`src/rtl/bird_pkg.sv`:
```
// Shared bird/game constants, FSM state encoding and glyph helpers.
package bird_pkg;

  typedef enum logic [1:0] {
    IDLE  = 2'b00,
    PLAY  = 2'b01,
    DYING = 2'b10,
    DEAD  = 2'b11
  } bird_state_e;

  // Screen geometry shared with pipe and VGA blocks
  localparam logic [7:0] START_Y = 8'd120;
  localparam logic [7:0] FLOOR_Y = 8'd230;

  // Physics, velocities in pixels per frame (positive is downward)
  localparam logic [2:0]        GRAVITY  = 3'd1;
  localparam logic signed [5:0] FLAP_VEL = -6'sd6;
  localparam logic signed [5:0] MAX_FALL = 6'sd8;

  // Animation
  localparam logic [3:0] GLYPH_FRAMES    = 4'd6;
  localparam logic [1:0] GLYPH_DEAD      = 2'd3;
  localparam logic [1:0] GLYPH_LAST_FLAP = 2'd2;

  // Wing glyph sequence 0 -> 1 -> 2 -> 0; glyph 3 is reserved for dead
  function automatic logic [1:0] next_glyph(input logic [1:0] g);
    return (g == GLYPH_LAST_FLAP) ? 2'd0 : g + 2'd1;
  endfunction

endpackage

```
`src/rtl/bird_physics.sv`:
```
// Combinational one-frame velocity/position step with screen clamp.
module bird_physics
  import bird_pkg::*;
(
  input  logic [7:0]        y_i,
  input  logic signed [5:0] v_i,
  input  logic              flap_i,
  input  logic              force_fall_i,
  output logic signed [5:0] v_o,
  output logic [7:0]        y_o,
  output logic              floor_o
);

  logic signed [5:0] v_inc;
  logic [9:0]        y_sum;

  // Pick the new velocity, then integrate position in 10 bits so that
  // both the negative (ceiling) and past-floor cases are visible.
  always_comb begin
    v_inc = v_i + $signed({3'b000, GRAVITY});
    if (force_fall_i)          v_o = MAX_FALL;
    else if (flap_i)           v_o = FLAP_VEL;
    else if (v_inc > MAX_FALL) v_o = MAX_FALL;
    else                       v_o = v_inc;

    y_sum = {2'b00, y_i} + {{4{v_o[5]}}, v_o};
    if (y_sum[9])                          y_o = 8'd0;     // above ceiling: stick
    else if (y_sum[8:0] > {1'b0, FLOOR_Y}) y_o = FLOOR_Y;
    else                                   y_o = y_sum[7:0];

    floor_o = (y_o == FLOOR_Y);
  end

endmodule

```
`src/rtl/bird_ctrl.sv`:
```
// Per-frame bird sequencer: game FSM, flap latch, wing animation and
// registered sprite outputs for the bird renderer.
module bird_ctrl
  import bird_pkg::*;
(
  input  logic       CLK,
  input  logic       RST_N,
  input  logic       FRAME_TICK,
  input  logic       FLAP,
  input  logic       START,
  input  logic       HIT,
  output logic [7:0] BIRD_Y_POSITION,
  output logic [1:0] BIRD_GLYPH_NUMBER,
  output logic       PLAYING,
  output logic       GAME_OVER
);

  bird_state_e       state_q, state_d;
  logic [7:0]        y_q, y_d;
  logic signed [5:0] v_q, v_d;
  logic [1:0]        glyph_q, glyph_d;
  logic [3:0]        cnt_q, cnt_d;
  logic              latch_q, latch_d;
  logic              flap_prev_q;
  logic              playing_q, game_over_q;

  logic              flap_rise, flap_now;
  logic signed [5:0] phy_v;
  logic [7:0]        phy_y;
  logic              phy_floor;

  // A rise coincident with the tick counts for that tick
  assign flap_rise = FLAP & ~flap_prev_q;
  assign flap_now  = latch_q | flap_rise;

  bird_physics u_phy (
    .y_i          (y_q),
    .v_i          (v_q),
    .flap_i       (flap_now),
    .force_fall_i (state_q == DYING),
    .v_o          (phy_v),
    .y_o          (phy_y),
    .floor_o      (phy_floor)
  );

  // Next-state, physics commit, latch and animation
  always_comb begin
    state_d = state_q;
    y_d     = y_q;
    v_d     = v_q;
    glyph_d = glyph_q;
    cnt_d   = cnt_q;
    latch_d = FRAME_TICK ? 1'b0 : (latch_q | flap_rise);

    if (FRAME_TICK && (state_q == IDLE || state_q == PLAY)) begin
      if (cnt_q == GLYPH_FRAMES - 4'd1) begin
        cnt_d   = 4'd0;
        glyph_d = next_glyph(glyph_q);
      end else begin
        cnt_d = cnt_q + 4'd1;
      end
    end

    case (state_q)
      IDLE: begin
        y_d = START_Y;
        v_d = 6'sd0;
        // Pending flap makes the first PLAY tick launch with FLAP_VEL;
        // it overrides a coincident tick's clear, which does no physics.
        if (START) begin
          state_d = PLAY;
          latch_d = 1'b1;
        end
      end
      PLAY: begin
        if (FRAME_TICK) begin
          v_d = phy_v;
          y_d = phy_y;
          if (phy_floor) begin
            state_d = DEAD;
            glyph_d = GLYPH_DEAD;
          end
        end
        // Collision wins the state choice; the tick's Y update still lands
        if (HIT) begin
          state_d = DYING;
          glyph_d = GLYPH_DEAD;
        end
      end
      DYING: begin
        glyph_d = GLYPH_DEAD;
        if (FRAME_TICK) begin
          v_d = phy_v;
          y_d = phy_y;
          if (phy_floor) state_d = DEAD;
        end
      end
      DEAD: begin
        y_d     = FLOOR_Y;
        glyph_d = GLYPH_DEAD;
        if (START) begin
          state_d = IDLE;
          y_d     = START_Y;
          glyph_d = 2'd0;
          cnt_d   = 4'd0;
          v_d     = 6'sd0;
          latch_d = 1'b0;
        end
      end
      default: state_d = IDLE;
    endcase
  end

  // State and output registers with synchronous reset
  always_ff @(posedge CLK) begin
    if (!RST_N) begin
      state_q     <= IDLE;
      y_q         <= START_Y;
      v_q         <= 6'sd0;
      glyph_q     <= 2'd0;
      cnt_q       <= 4'd0;
      latch_q     <= 1'b0;
      flap_prev_q <= 1'b0;
      playing_q   <= 1'b0;
      game_over_q <= 1'b0;
    end else begin
      state_q     <= state_d;
      y_q         <= y_d;
      v_q         <= v_d;
      glyph_q     <= glyph_d;
      cnt_q       <= cnt_d;
      latch_q     <= latch_d;
      flap_prev_q <= FLAP;
      playing_q   <= (state_d == PLAY);
      game_over_q <= (state_d == DEAD);
    end
  end

  assign BIRD_Y_POSITION   = y_q;
  assign BIRD_GLYPH_NUMBER = glyph_q;
  assign PLAYING           = playing_q;
  assign GAME_OVER         = game_over_q;

endmodule

```
`config.mk`:
```
export PLATFORM = sky130hd
export DESIGN_NAME = bird_ctrl
export DESIGN_NICKNAME = d
export VERILOG_FILES = /design/src/rtl/bird_pkg.sv /design/src/rtl/bird_physics.sv /design/src/rtl/bird_ctrl.sv
export SDC_FILE = /design/constraint.sdc
export NUM_CORES = 1
export LEC_CHECK = 0
export CORE_MARGIN = 2
export CORE_UTILIZATION = 61
export CTS_CLUSTER_DIAMETER = 120
export DETAILED_ROUTE_END_ITERATION = 16
export PLACE_DENSITY = 0.86
export SYNTH_ARGS = -nofsm -noshare
export SYNTH_HDL_FRONTEND = slang
export SYNTH_SLANG_ARGS = --single-unit
```
`constraint.sdc`:
```
create_clock -name CLK -period 8.1 [get_ports CLK]
set_input_delay 2.025 -clock CLK [delete_from_list [all_inputs] [get_ports CLK]]
set_output_delay 2.025 -clock CLK [all_outputs]
set_load 0.005 [all_outputs]
```
# Word-level counts from Yosys, hierarchy flattened
# Index checks and enable logic that the tools add are counted.
op_classes:
  n_lt_le_gt_ge: 2
  n_addsub: 4
  n_eq_ne: 10
  bitwise_logic: 3
  mux: 33
  n_reduce_logical: 5
op_table:
  columns: ["operator", "n"]
  rows:
  - ["two-way mux 8 bit", 4]
  - ["two-way mux 6 bit", 5]
  - ["two-way mux 2 bit", 12]
  - ["one-hot mux 8 bit (3 select lines)", 1]
  - ["one-hot mux 6 bit (3 select lines)", 1]
  - ["two-way mux 4 bit", 4]
  - ["adder 9 x 6 -> 10 bit", 1]
  - ["> comparator 9 x 8 -> 1 bit (second input constant)", 1]
  - ["== test 2 bit (second input constant)", 4]
  - ["== test 8 bit (second input constant)", 1]
  - ["one-hot mux 2 bit (4 select lines)", 1]
  - ["adder 6 x 2 -> 6 bit (second input constant)", 1]
  - ["> comparator 6 x 5 -> 1 bit (second input constant)", 1]
  - ["one-hot mux 2 bit (3 select lines)", 1]
  - ["adder 4 x 1 -> 4 bit (second input constant)", 1]
  - ["== test 2 x 1 -> 1 bit (second input constant)", 2]
  - ["== test 4 x 3 -> 1 bit (second input constant)", 1]
  - ["two-way mux 1 bit", 3]
  - ["adder 2 x 1 -> 2 bit (second input constant)", 1]
  - ["logical NOT 2 bit", 1]
  - ["inequality test 2 x 1 -> 1 bit (second input constant)", 1]
  - ["inequality test 2 bit (second input constant)", 1]
  - ["one-hot mux 1 bit (2 select lines)", 1]
  - ["AND reduction 2 bit", 1]
  - ["other kinds (6)", 6]
word_totals:
  ff_bits: 26

# Depth between registers and ports, before layout
depth:
  word_depth: 15
  depth_mapped: 20
  depth_no_buf: 20

# By module
# Synthesis repeated with hierarchy kept, for this count alone.
unflattened:
  cells_unflattened: 246
  area_unflattened_um2: 2010.7
modules_own_cells:
  columns: ["module", "instances", "seq_area_each_um2", "area_each_um2", "cells_per_inst"]
  rows:
  - ["bird_ctrl", 1, 520.5, 1282.5, 148]
  - ["bird_physics", 1, 0.0, 728.2, 98]

# Worst setup path after synthesis
# Ideal clock, no wire load.
synth_timing:
  path_type: "input-to-reg"
  startpoint: "in FLAP"
  endpoint: "reg y_q[0] (netlist: BIRD_Y_POSITION[0])"
  stages: 13
  arrival_ns: 4.959
  path_slack_ns: 3.066
  t_required_ns: 8.024
  path_cell_list: "a21oi_1 or3b_2 nor2_1 ha_1 nor2b_1 o2111a_1 nor3_1 o221ai_1 xnor2_1 and2_1 nor2b_1 nand4_1 a21boi_0"
synth_via:
  elab_chain_cells: 10
synth_rtl:
  columns: ["item", "line", "source"]
  rows:
  - ["from (decl)", "bird_ctrl.sv:9", "input logic FLAP,"]
  - ["bitwise AND 1 bit *", "bird_ctrl.sv:33", "assign flap_rise = FLAP & ~flap_prev_q;"]
  - ["bitwise OR 1 bit *", "bird_ctrl.sv:34", "assign flap_now = latch_q | flap_rise;"]
  - ["two-way mux 6 bit *", "bird_physics.sv:22", "else if (flap_i) v_o = FLAP_VEL;"]
  - ["two-way mux 6 bit *", "bird_physics.sv:21", "if (force_fall_i) v_o = MAX_FALL;"]
  - ["adder 9 x 6 -> 10 bit *", "bird_physics.sv:26", "y_sum = {2'b00, y_i} + {{4{v_o[5]}}, v_o};"]
  - ["> comparator 9 x 8 -> 1 bit", "bird_physics.sv:28", "else if (y_sum[8:0] > {1'b0, FLOOR_Y}) y_o = FLOOR_Y;"]
  - ["two-way mux 8 bit", "bird_physics.sv:28", null]
  - ["two-way mux 8 bit *", "bird_physics.sv:27", "if (y_sum[9]) y_o = 8'd0;"]
  - ["two-way mux 8 bit *", "bird_ctrl.sv:76, bird_ctrl.sv:92", null]
  - ["one-hot mux 8 bit (3 select lines) *", "bird_ctrl.sv:64", "case (state_q)"]
  - ["to (signal assigned)", "bird_ctrl.sv:128", "y_q <= y_d;"]
  - ["to (decl)", "bird_ctrl.sv:19", "logic [7:0] y_q, y_d;"]
# Every way passes the cells marked *; elsewhere a longest branch is shown, timed or not. The select of a mux whose other input is x is not followed.
# A chain may end at the register's enable or synchronous reset.

# Worst setup path after layout
# Ends and elaborated chain as after synthesis.

==> flow_metrics.env <==
export IMPL_outcome="finished, final reports clean"
export IMPL_cts_tree="done"
export IMPL_grt_pass1_wl_um=7460
export IMPL_leakage_nw=0.805
export IMPL_r2r_start="v_q[0]$_SDFFE_PN0P_"
export IMPL_top_layer="met4"
export IMPL_setup_violations_final=0
export IMPL_vias=1752
export IMPL_fmax_ghz=0.177
export IMPL_max_slew_margin_pct=57.9
export IMPL_vias_per_cell=6.10
export IMPL_hold_buffers=0
export IMPL_cts_resized=0
export IMPL_final_cell_mix="26 x dfxtp_1, 24 x nand2_1, 19 x inv_1"
export IMPL_power_density_mw_per_mm2=308
export IMPL_synth_compound_area_share_pct=25.5
export IMPL_met1_length_um=2020
export IMPL_ys_warn_count=0
export IMPL_diodes=0
export IMPL_drc=0
export IMPL_crit_path_start="FLAP"
export IMPL_fin_crit_ns=5.65
export IMPL_start_util_pct=62.6
export IMPL_pwr_share_comb_pct=59.5
export IMPL_p_sw_uw=292
export IMPL_cts_max_path_buffers=2
export IMPL_grt_overflow=0
export IMPL_finalCritPeriodShare_pct=69.8
export IMPL_ys_seq_area_share_pct=27.7
export IMPL_synth_xor_area_share_pct=4.66
export IMPL_wl_per_cell_um=14.7
export IMPL_layout_setup_ws_ns=2.45
export IMPL_synth_enable_flop_cells=0
export IMPL_yosys_area_share_simple_pct=26.4
export IMPL_clkPwrFrac_pct=13.9
export IMPL_cap_viol_max_count=0
export IMPL_critPathKind="in -> reg"
export IMPL_synthAdderAreaFrac_pct=10.4
export IMPL_grt_max_degree=22
export IMPL_final_common_cell="dfxtp_1"
export IMPL_synth_mux_area_share_pct=0.533
export IMPL_drive_gt1_share_pct=5.91
export IMPL_area_delta_synth_final_pct=13.0
export IMPL_dieArea_mm2=0.00354
export IMPL_syn_cell_area_mm2=0.00188
export IMPL_antenna_found_initial=0
export IMPL_start_kind="input pin"
export IMPL_switching_share_pct=44.7
export IMPL_nets=276
export IMPL_gp_congestion=0.911
export IMPL_clock_latency_ns=0.33
export IMPL_ys_types=50
export IMPL_drt_initial_drc_count=89
export IMPL_synth_top_family_by_area="simple AND/OR/NAND/NOR gates"
export IMPL_cts_sinks=26
export IMPL_final_area_mm2=0.00212
export IMPL_netlist_instances=238
export IMPL_routed_wl_um=4220
export IMPL_cts_clk_slew_worst_paths_ns=0.15
export IMPL_cts_htree_levels=1
export IMPL_required_ns=8.36
export IMPL_hold_viol=0
export IMPL_hold_start="cnt_q[2]$_SDFF_PN0_"
export IMPL_postCtsSetupBuffers=0
export IMPL_worstMarginPinSlew_ns=0.629
export IMPL_wl_met3_um=211
export IMPL_vdd_drop_max_mv=0.180
export IMPL_syn_nets=259
export IMPL_synthArstFlopShare_pct=0
export IMPL_fin_worst_skew_ns=0.00549
export IMPL_num_rows=20
export IMPL_fp_coreArea_mm2=0.00300
export IMPL_dpl_instance_area_mm2=0.00207
export IMPL_numCtsBuffers=3
export IMPL_seqPwrFrac_pct=26.6
export IMPL_p_int_uw=361
export IMPL_grt_pass1_vias=1651
export IMPL_die_x_um=59.5
export IMPL_port_buffers=17
export IMPL_dp_cells=283
export IMPL_fin_tns_setup_ns=0
export IMPL_met2_length_um=1870
export IMPL_dpl_hpwl_um=3260
export IMPL_cp_end_kind="register"
export IMPL_critPathMaxFanout=6
export IMPL_track_usage_pct=27.1
export IMPL_cp_arrival_ns=5.91
export IMPL_layout_cells_non_filler=287
export IMPL_ant_nets=0
export IMPL_clk_root_buffer_cell="clkbuf_4"
export IMPL_ys_flop_type="dfxtp_1"
export IMPL_slew_violations=0
export IMPL_rsz0062_at_grt="false"
export IMPL_hold_path_class="reg -> reg"
export IMPL_num_io_pins=18
export IMPL_ys_ff_latch=26
export IMPL_drt_first_pass_iters=4
export IMPL_post_synth_cell_area_avg_um2=7.90
export IMPL_place_ws_ns=2.21
export IMPL_die_h_um=59.5
-- cells in the mapped netlist (3+ instances only) --
cell type,instances,area (µm²)
dfxtp_1,26,521
nand2_1,24,90.1
inv_1,19,71.3
nor2_1,18,67.6
a21oi_1,16,80.1
ha_1,14,175
nor2b_1,14,87.6
o21ai_0,11,55.1
nor3_1,7,35.0
and2_1,6,37.5
xnor2_1,6,52.6
nand3_1,5,25.0
o22ai_1,5,31.3
a211oi_1,4,30.0
a22oi_1,4,30.0
clkbuf_1,4,15.0
nand3b_1,4,30.0
nor3b_1,4,30.0
xor2_1,4,35.0
a21o_1,3,22.5
a31oi_1,3,18.8
o21a_1,3,22.5
-- power groups by stage --
stage,Sequential [mW],Combinational (mW),Clock (mW)
2_1_floorplan,0.172,0.286,0
3_3_place_gp,0.176,0.368,0
3_5_place_dp,0.177,0.378,0
4_1_cts,0.174,0.381,0.0909
5_1_grt,0.178,0.432,0.0978
6_report,0.174,0.389,0.0907
-- metal layers --
| layer | track usage (%) | vias to the layer above |
|---|---|---|
| li1 | - | 881 |
| met1 | 37.3 | 806 |
| met2 | 42.7 | 53 |
| met3 | 3.71 | 12 |
| met4 | 11.1 | 0 |
| met5 | 0 | - |
-- cells by family after synthesis --
kind of cell / after synthesis
and+or+nand+nor: 93
AOI/OAI and AO/OA: 69
DFF: 26
buffers and inverters: 24
adders and majority gates: 15
xor gates and xnor gates: 10
muxes: 1
-- path summary, 6_finish.rpt --
path,end,slack [ns],cells past startpoint
setup / recovery,BIRD_Y_POSITION[0]$_SDFFE_PN0N_,2.45,14
hold / removal,cnt_q[2]$_SDFF_PN0_,0.51,1
setup reg to reg,BIRD_Y_POSITION[0]$_SDFFE_PN0N_,3.77,20
hold reg to reg,cnt_q[2]$_SDFF_PN0_,0.51,1
-- cell type report --
class	count	area [µm²]
flip-flops and latches	26	520
repair buffers	17	170
multi-input cells	188	1270
inverters	19	71.3
well taps	33	41.3
clock buffers	3	22.5
clock inverters	1	30.0
fillers	256	880
-- registers in the layout, indices dropped and copies added (netlist names) --
signal,cells
BIRD_GLYPH_NUMBER,2
BIRD_Y_POSITION,8
GAME_OVER,1
PLAYING,1
cnt_q,4
flap_prev_q,1
latch_q,1
state_q,2
v_q,6
-- critical path: stages --
cell	delay, ns
clkdlybuf4s50_1	0.41
a21oi_1	0.44
or3b_2	0.51
nor2_1	0.12
ha_1	0.26
nor2b_1	0.16
o2111a_1	0.23
nor3_1	0.35
o221ai_1	0.24
xnor2_1	0.34
and2_1	0.23
nor2b_1	0.27
nand4_1	0.13
a21boi_0	0.19
-- per-stage QoR --
step	util (%)	power [mW]	hold slack, ns
6_report	70.7	0.653	0.511
5_1_grt	70.7	0.708	0.538
4_1_cts	70.7	0.646	0.511
3_5_place_dp	69.0	0.555	0.491
3_3_place_gp	69.0	0.544	0.485
2_1_floorplan	-	0.458	0.464
Power figures use the tool's default switching activity.
